$ cat config.mk
export PLATFORM = sky130hd
export DESIGN_NAME = fetch_unit
export DESIGN_NICKNAME = d
export VERILOG_FILES = /design/src/rtl/dioptase_pkg.sv /design/src/rtl/fetch_queue.sv /design/src/rtl/fetch_unit.sv
export SDC_FILE = /design/constraint.sdc
export NUM_CORES = 1
export LEC_CHECK = 0
export BUFFER_PORTS_ARGS = -buffer_cell sky130_fd_sc_hd__buf_2
export CORE_UTILIZATION = 40
export DETAILED_ROUTE_END_ITERATION = 10
export HOLD_SLACK_MARGIN = 0.03
export SETUP_SLACK_MARGIN = 0.5
export SYNTH_ARGS = -nofsm -noshare
export SYNTH_HDL_FRONTEND = slang
export SYNTH_SLANG_ARGS = --single-unit
$ cat constraint.sdc
create_clock -name clk -period 8.6 [get_ports clk]
set_input_delay 2.58 -clock clk [delete_from_list [all_inputs] [get_ports clk]]
set_output_delay 2.58 -clock clk [all_outputs]
set_load 0.01 [all_outputs]
$ cat src/rtl/dioptase_pkg.sv
// Shared types and constants for the dioptase fetch path.
package dioptase_pkg;

  localparam int MEM_RD_LATENCY = 2;
  localparam int INSTR_BYTES    = 4;

  typedef logic [31:0] pc_t;
  typedef logic [31:0] word_t;

  typedef struct packed {
    pc_t   pc;
    word_t instr;
  } fetch_entry_t;

  function automatic pc_t align_pc(input pc_t addr);
    return addr & ~pc_t'(INSTR_BYTES - 1);
  endfunction

endpackage

$ cat src/rtl/fetch_queue.sv
// Shift-register return queue: slot 0 is always the head, so head outputs come straight from flops.
// Flush beats push and pop; a push into a full queue without a pop is a credit bug.
module fetch_queue
  import dioptase_pkg::*;
#(
  parameter int DEPTH = 4
) (
  input  logic                       clk,
  input  logic                       rst_n,
  input  logic                       flush,
  input  logic                       push,
  input  fetch_entry_t               push_data,
  input  logic                       pop,
  output logic [$clog2(DEPTH+1)-1:0] count,
  output fetch_entry_t               head
);

  localparam int CW = $clog2(DEPTH + 1);

  fetch_entry_t      slot     [DEPTH];
  fetch_entry_t      slot_nxt [DEPTH];
  logic [CW-1:0]     count_q;
  logic [CW-1:0]     wr_idx;
  logic              do_pop;

  assign do_pop = pop && (count_q != '0);
  assign wr_idx = do_pop ? count_q - CW'(1) : count_q;

  always_comb begin
    for (int i = 0; i < DEPTH; i++) slot_nxt[i] = slot[i];
    if (do_pop) begin
      for (int i = 0; i < DEPTH - 1; i++) slot_nxt[i] = slot[i + 1];
    end
    for (int i = 0; i < DEPTH; i++) begin
      if (push && (wr_idx == CW'(i))) slot_nxt[i] = push_data;
    end
  end

  always_ff @(posedge clk) begin
    if (!rst_n) begin
      count_q <= '0;
      for (int i = 0; i < DEPTH; i++) slot[i] <= '0;
    end else if (flush) begin
      count_q <= '0;
    end else begin
      count_q <= count_q + CW'(push) - CW'(do_pop);
      for (int i = 0; i < DEPTH; i++) slot[i] <= slot_nxt[i];
    end
  end

  assign count = count_q;
  assign head  = slot[0];

  no_overflow: assert property (@(posedge clk) disable iff (!rst_n)
    !(push && !do_pop && !flush && (count_q == CW'(DEPTH))));

endmodule

$ cat src/rtl/fetch_unit.sv
// Instruction fetch: issues one aligned read per cycle while credit allows, tracks it through the
// fixed memory latency and queues returns for decode; redirect squashes everything in flight.
module fetch_unit
  import dioptase_pkg::*;
#(
  parameter pc_t RESET_PC = 32'h0000_0000,
  parameter int  DEPTH    = 4
) (
  input  logic        clk,
  input  logic        rst_n,
  output logic [31:0] mem_raddr,
  input  logic [31:0] mem_rdata,
  input  logic        redirect,
  input  logic [31:0] redirect_pc,
  output logic        out_valid,
  input  logic        out_ready,
  output logic [31:0] out_pc,
  output logic [31:0] out_instr
);

  localparam int L  = MEM_RD_LATENCY;
  localparam int CW = $clog2(DEPTH + 1);

  pc_t           pc;
  logic [L-1:0]  trk_vld;
  pc_t           trk_pc [L];
  logic [CW-1:0] q_count;
  fetch_entry_t  head;
  fetch_entry_t  ret;
  logic          issue;
  logic          push;
  logic          pop;

  // Every outstanding fetch already owns a queue slot because the read port cannot stall.
  assign issue = !redirect && ((int'(q_count) + $countones(trk_vld)) < DEPTH);
  assign push  = trk_vld[L-1] && !redirect;
  assign pop   = out_valid && out_ready;
  assign ret   = '{pc: trk_pc[L-1], instr: mem_rdata};

  always_ff @(posedge clk) begin
    if (!rst_n) begin
      pc      <= RESET_PC;
      trk_vld <= '0;
      for (int i = 0; i < L; i++) trk_pc[i] <= '0;
    end else if (redirect) begin
      pc      <= align_pc(redirect_pc);
      trk_vld <= '0;
    end else begin
      trk_vld   <= {trk_vld[L-2:0], issue};
      trk_pc[0] <= pc;
      for (int i = 1; i < L; i++) trk_pc[i] <= trk_pc[i-1];
      if (issue) pc <= pc + pc_t'(INSTR_BYTES);
    end
  end

  fetch_queue #(.DEPTH(DEPTH)) u_queue (
    .clk       (clk),
    .rst_n     (rst_n),
    .flush     (redirect),
    .push      (push),
    .push_data (ret),
    .pop       (pop),
    .count     (q_count),
    .head      (head)
  );

  assign mem_raddr = pc;
  assign out_valid = (q_count != '0);
  assign out_pc    = head.pc;
  assign out_instr = head.instr;

endmodule

# Yosys cells after proc, flatten, opt, wreduce, memory -nomap -nowiden
# Memory sizes are Yosys's and may differ from the RTL's.
# Cells that the tools add are included.
[word_totals] word_cells=54 regBits=37 inputBits=68 mem_bits_rw=320 mem_count=2
[mem_list] name="u_queue.slot" words=4 word_bits=64 rd=4 rd_clocked_by_memory_dff=0 write_ports=4 line_no="fetch_queue.sv:20" text="fetch_entry_t slot [DEPTH];"
[mem_list] name="trk_pc" words=2 word_bits=32 rd=2 rd_clocked_by_memory_dff=0 write_ports=2 line_no="fetch_unit.sv:26" text="pc_t trk_pc [L];"
[op_classes] bitwise_logic=7 magnitude_cmp=1 addsub=6 eq_ne=3 n_mux=18 n_reduce_logical=13
[ops] cell="$mux W64" count=8
[ops] cell="$mux W192" count=1
[ops] cell="$mux W32" count=4
[ops] cell="$add A32 B3 Y32 const B" count=1
[ops] cell="$logic_and A1 B1 Y1" count=8
[ops] cell="$eq A3 B2 Y1 const B" count=2
[ops] cell="$or A1 B1 Y1" count=6
[ops] cell="$add A3 B2 Y4" count=1
[ops] cell="$lt A4 B3 Y1 const B" count=1
[ops] cell="$mux W1" count=4
[ops] cell="$add A3 B1 Y3" count=1
[ops] cell="$eq A3 B1 Y1 const B" count=1
[ops] cell="$logic_not A3 Y1" count=1
[ops] cell="$mux W3" count=1
[ops] cell="$reduce_bool A3 Y1" count=1
[ops] cell="$sub A3 B1 Y3" count=1
[ops] cell="$sub A3 B1 Y3 const B" count=1
[ops] cell="$add A1 B1 Y2" count=1
[ops] cell="$reduce_bool A2 Y1" count=1
[ops] cell="$reduce_or A2 Y1" count=1
[ops] cell="$logic_not A1 Y1" count=1
[ops] cell="$not A1 Y1" count=1

# Depth between registers and ports, before layout
[depth] word_depth=8 depth_mapped=10

# Hierarchy
# From an unflattened synthesis, not the netlist that was laid out.
[hier_totals] cells_unflattened=1292 hier_area_um2=16268.1
[by_module_without_submodules] module="fetch_queue" area_each_um2=12077.8 cells_per_inst=918 seq_area_each_um2=7747.4 n_inst=1
[by_module_without_submodules] module="fetch_unit" area_each_um2=4190.3 cells_per_inst=374 seq_area_each_um2=2442.3 n_inst=1

# Worst setup path before layout
# No wires, ideal clock.
[synth_timing] path_type="input -> register" from="in out_ready" to="mem u_queue.slot[3][0] in the netlist's numbering, enable pin" t_arrival_ns=7.642 setup_ns=0.567 stages=5 slack_ns=0.390 required_time_ns=8.033 cell_sequence="clkbuf_1 > nand3_1 > nand2_1 > nand2_1 > o21ai_0"
[synth_lines] item="from (decl)" line_no="fetch_unit.sv:16" text="input logic out_ready,"
[synth_lines] item="to (decl)" line_no="fetch_queue.sv:20"

==> flow_metrics.tcl <==
set metrics [dict create \
    crit_type "in -> reg" \
    hp-class "reg -> reg" \
    synth_seq_cells 343 \
    cts.repair.resized 0 \
    num_rows 70 \
    netlist.area_leader.share_pct 62.1 \
    worstReg2RegStart "u_queue.count[1]$_SDFF_PN0_" \
    relSlewSlack_pct 26.1 \
    cts_buffers 38 \
    hold_depth 1 \
    hold_buffers 0 \
    drt_wl_total_mm 33.7 \
    design_area_um2 17300 \
    drt_pass1_iterations 5 \
    netlist_area_um2 14900 \
    clkSinkCount 343 \
    drv_cap 0 \
    synth_edf_count 308 \
    hold_violations 0 \
    hpwl_mm 19.1 \
    start_util_pct 40.7 \
    final-max-slew-violation-count 0 \
    synth_async_sr_flop_share_pct 0 \
    dpl_cell_area_um2 16100 \
    reg2reg_depth 8 \
    grt_usage_pct 17.8 \
    timing.setup.tns_ns 0 \
    worstHoldStart "trk_vld[0]$_SDFF_PN0_" \
    cp_num_buf_inv 3 \
    cp_slowest_cell "buf_4" \
    path_clk_slew_ns 0.06 \
    cpPeakStageDelay_ns 0.72 \
    synth_top_area_cell "edfxtp_1" \
    hold_slack_ns 0.469 \
    coreArea_um2 36600 \
    antenna_found_initial 0 \
    crit_fanout 63 \
    synthFlopType "edfxtp_1" \
    grt.overflow.total 0 \
    utilization_pct 47.3 \
    final.min_clock_period_ns 4.77 \
    yosysMostFrequentCell "nand2_1" \
    critPathLaunchType "input port" \
    worst-r2r-setup-slack_ns 4.98 \
    status "finished clean" \
    syn_to_final_growth_pct 16.2 \
    worstPathArrival_ns 4.90 \
    pwr-share-clk_pct 40.6 \
    cts_tree "built" \
    worstPathCellList "buf_2 > nor2b_1 > o2111ai_4 > buf_4 > a21oi_4 > buf_4" \
    final_layout_size_suffix_gt1_share_pct 16.1 \
    grt_max_degree 90 \
    die-height_um 195 \
    p_comb_share_pct 6.5 \
    cts_root_buffer "clkbuf_16" \
    port-buffer-count 158 \
    vias 10200 \
    ys_top_cells_by_count "nand2_1 (394), edfxtp_1 (308), a21oi_1 (209)" \
    p_leak_nw 6.53 \
    grt_pass1_vias 9927 \
    min_period_over_period_pct 55.5 \
    setup_viol 0 \
    hold_end "trk_vld[1]$_SDFF_PN0_" \
    cts.path.max_buffers 3 \
    ys_types 49 \
    dieArea_um2 38000 \
    yosys-top-cells-area "edfxtp_1 (62%), nand2_1 (9.9%), a21oi_1 (7.0%), and2_1 (5.3%), dfxtp_1 (4.7%)" \
    htreeDepth 2 \
    ys_seq_area_share_pct 66.8 \
    swShare_pct 22.6 \
    drt-wirelength-per-cell_um 17.2 \
    ir_worst_vdd_uv 136 \
    fin_nets 1541 \
    rsz0062_at_grt "no" \
    end_kind "flip-flop" \
    grt_pass1_wl_mm 54.0 \
    r2r_end "u_queue.slot[1][15]$_SDFFCE_PN0P_" \
    fin_skew_ns 0.0254 \
    netlist_instances 1345 \
    power.density_nw_per_um2 219 \
    path_common_cell "buf_4" \
    power.internal_mw 2.94 \
    place_congestion 0.812 \
    p_sw_uw 859 \
    drc 0 \
    crit_family "buffers and inverters" \
    tightest_slew_ns 1.11 \
    post-cts-setup-buffer-count 0 \
    ant_nets 0 \
    ios 165 \
    clk_latency_ns 0.53 \
    antenna_cells 0 \
    power_frac_seq_pct 52.9 \
    die_x_um 195 \
    dr.first_iter.drc_count 658 \
    fmaxAchievable_ghz 0.210 \
    via_per_inst 5.20 \
    crit_required_ns 8.73 \
    synth-warning-count 0 \
    syn_area_per_cell_um2 11.1 \
]
power by group through the flow:
stage,clock network [mW],registers [mW],logic (mW)
6_report,1.54,2.01,0.247
5_1_grt,1.64,2.02,0.277
4_1_cts,1.58,2.01,0.251
3_5_place_dp,0,2.04,0.249
3_3_place_gp,0,2.04,0.243
2_1_floorplan,0,2.05,0.133
registers in the layout, indices dropped and copies added (netlist names):
register,cells
mem_raddr,30
trk_pc,60
trk_vld,2
u_queue.count,3
u_queue.slot,248
worst max-delay path by stage:
stage | start | endpoint | slack, ns | cells after the start
floorplan | out_ready | u_queue.slot[1][0]$_SDFFCE_PN0P_ | 1.22 | 7
global placement | out_ready | u_queue.slot[1][25]$_SDFFCE_PN0P_ | 3.30 | 7
detailed placement | redirect | u_queue.slot[2][28]$_SDFFCE_PN0P_ | 3.27 | 6
CTS | out_ready | u_queue.slot[1][14]$_SDFFCE_PN0P_ | 3.83 | 7
global route | redirect | u_queue.slot[2][10]$_SDFFCE_PN0P_ | 3.69 | 6
finish | redirect | u_queue.slot[2][37]$_SDFFCE_PN0P_ | 3.83 | 6
layout by cell type, fill, tap and decap left out, drive strengths merged, types with 3 or more instances in the layout:
| cell | synthesis | final |
|---|---|---|
| a21oi | 210 | 210 |
| and2 | 127 | 127 |
| o211a | 4 | 4 |
| ha | 5 | 5 |
| nor4 | 9 | 9 |
| nor2b | 4 | 4 |
| edfxtp | 308 | 308 |
| dfxtp | 35 | 35 |
| nand2b | 3 | 3 |
| or3 | 3 | 3 |
| and4 | 4 | 4 |
| a2111oi | 9 | 9 |
| conb | 1 | 4 |
| nor3 | 12 | 12 |
| nand4 | 9 | 9 |
| xor2 | 6 | 6 |
| and3 | 10 | 10 |
| o21ai | 28 | 28 |
| nor2 | 9 | 9 |
| buf | 6 | 174 |
| nand3 | 6 | 6 |
| xnor2 | 19 | 19 |
| o2111ai | 6 | 6 |
| clkbuf | 89 | 51 |
| inv | 7 | 7 |
| clkinv | 0 | 15 |
| nand2 | 394 | 394 |
metrics by stage:
step / power (mW) / std cells / setup slack (ns)
3_3_place_gp: 2.28 / 1895 / 3.30
3_5_place_dp: 2.29 / 1895 / 3.27
6_report: 3.79 / 1964 / 3.83
5_1_grt: 3.94 / 1964 / 3.69
2_1_floorplan: 2.18 / 1348 / 1.22
4_1_cts: 3.84 / 1964 / 3.83
routing by layer:
layer  track usage, %  routed length (um)  vias to the layer above
met4             5.02                 616                        0
met3             2.97                2050                       49
met5                0                   0                        -
met1             24.3               15200                     4850
li1                 -                   -                     4960
met2             29.1               15900                      347
cells by family (layout without fill, tap and decap cells):
kind of cell    after synthesis  in the layout  synth area share, %
flops                       343            343                 66.8
buf+inv                     102            250                 2.69
compound gates              275            275                 10.3
xor+xnor                     25             25                 1.47
other cells                   1              4               0.0252
simple gates                593            593                 18.2
fa+ha+maj                     6              6                0.554
final cells by class:
| cell class | count | area [um^2] |
|---|---|---|
| clock buffer | 51 | 1030 |
| sequential | 343 | 9950 |
| multi-input combinational | 903 | 4670 |
| fill | 3354 | 19300 |
| clock inverter | 18 | 151 |
| tap | 468 | 586 |
| timing repair buffer | 174 | 911 |
| inverter | 7 | 26.3 |
Power figures use the tool's default switching activity.
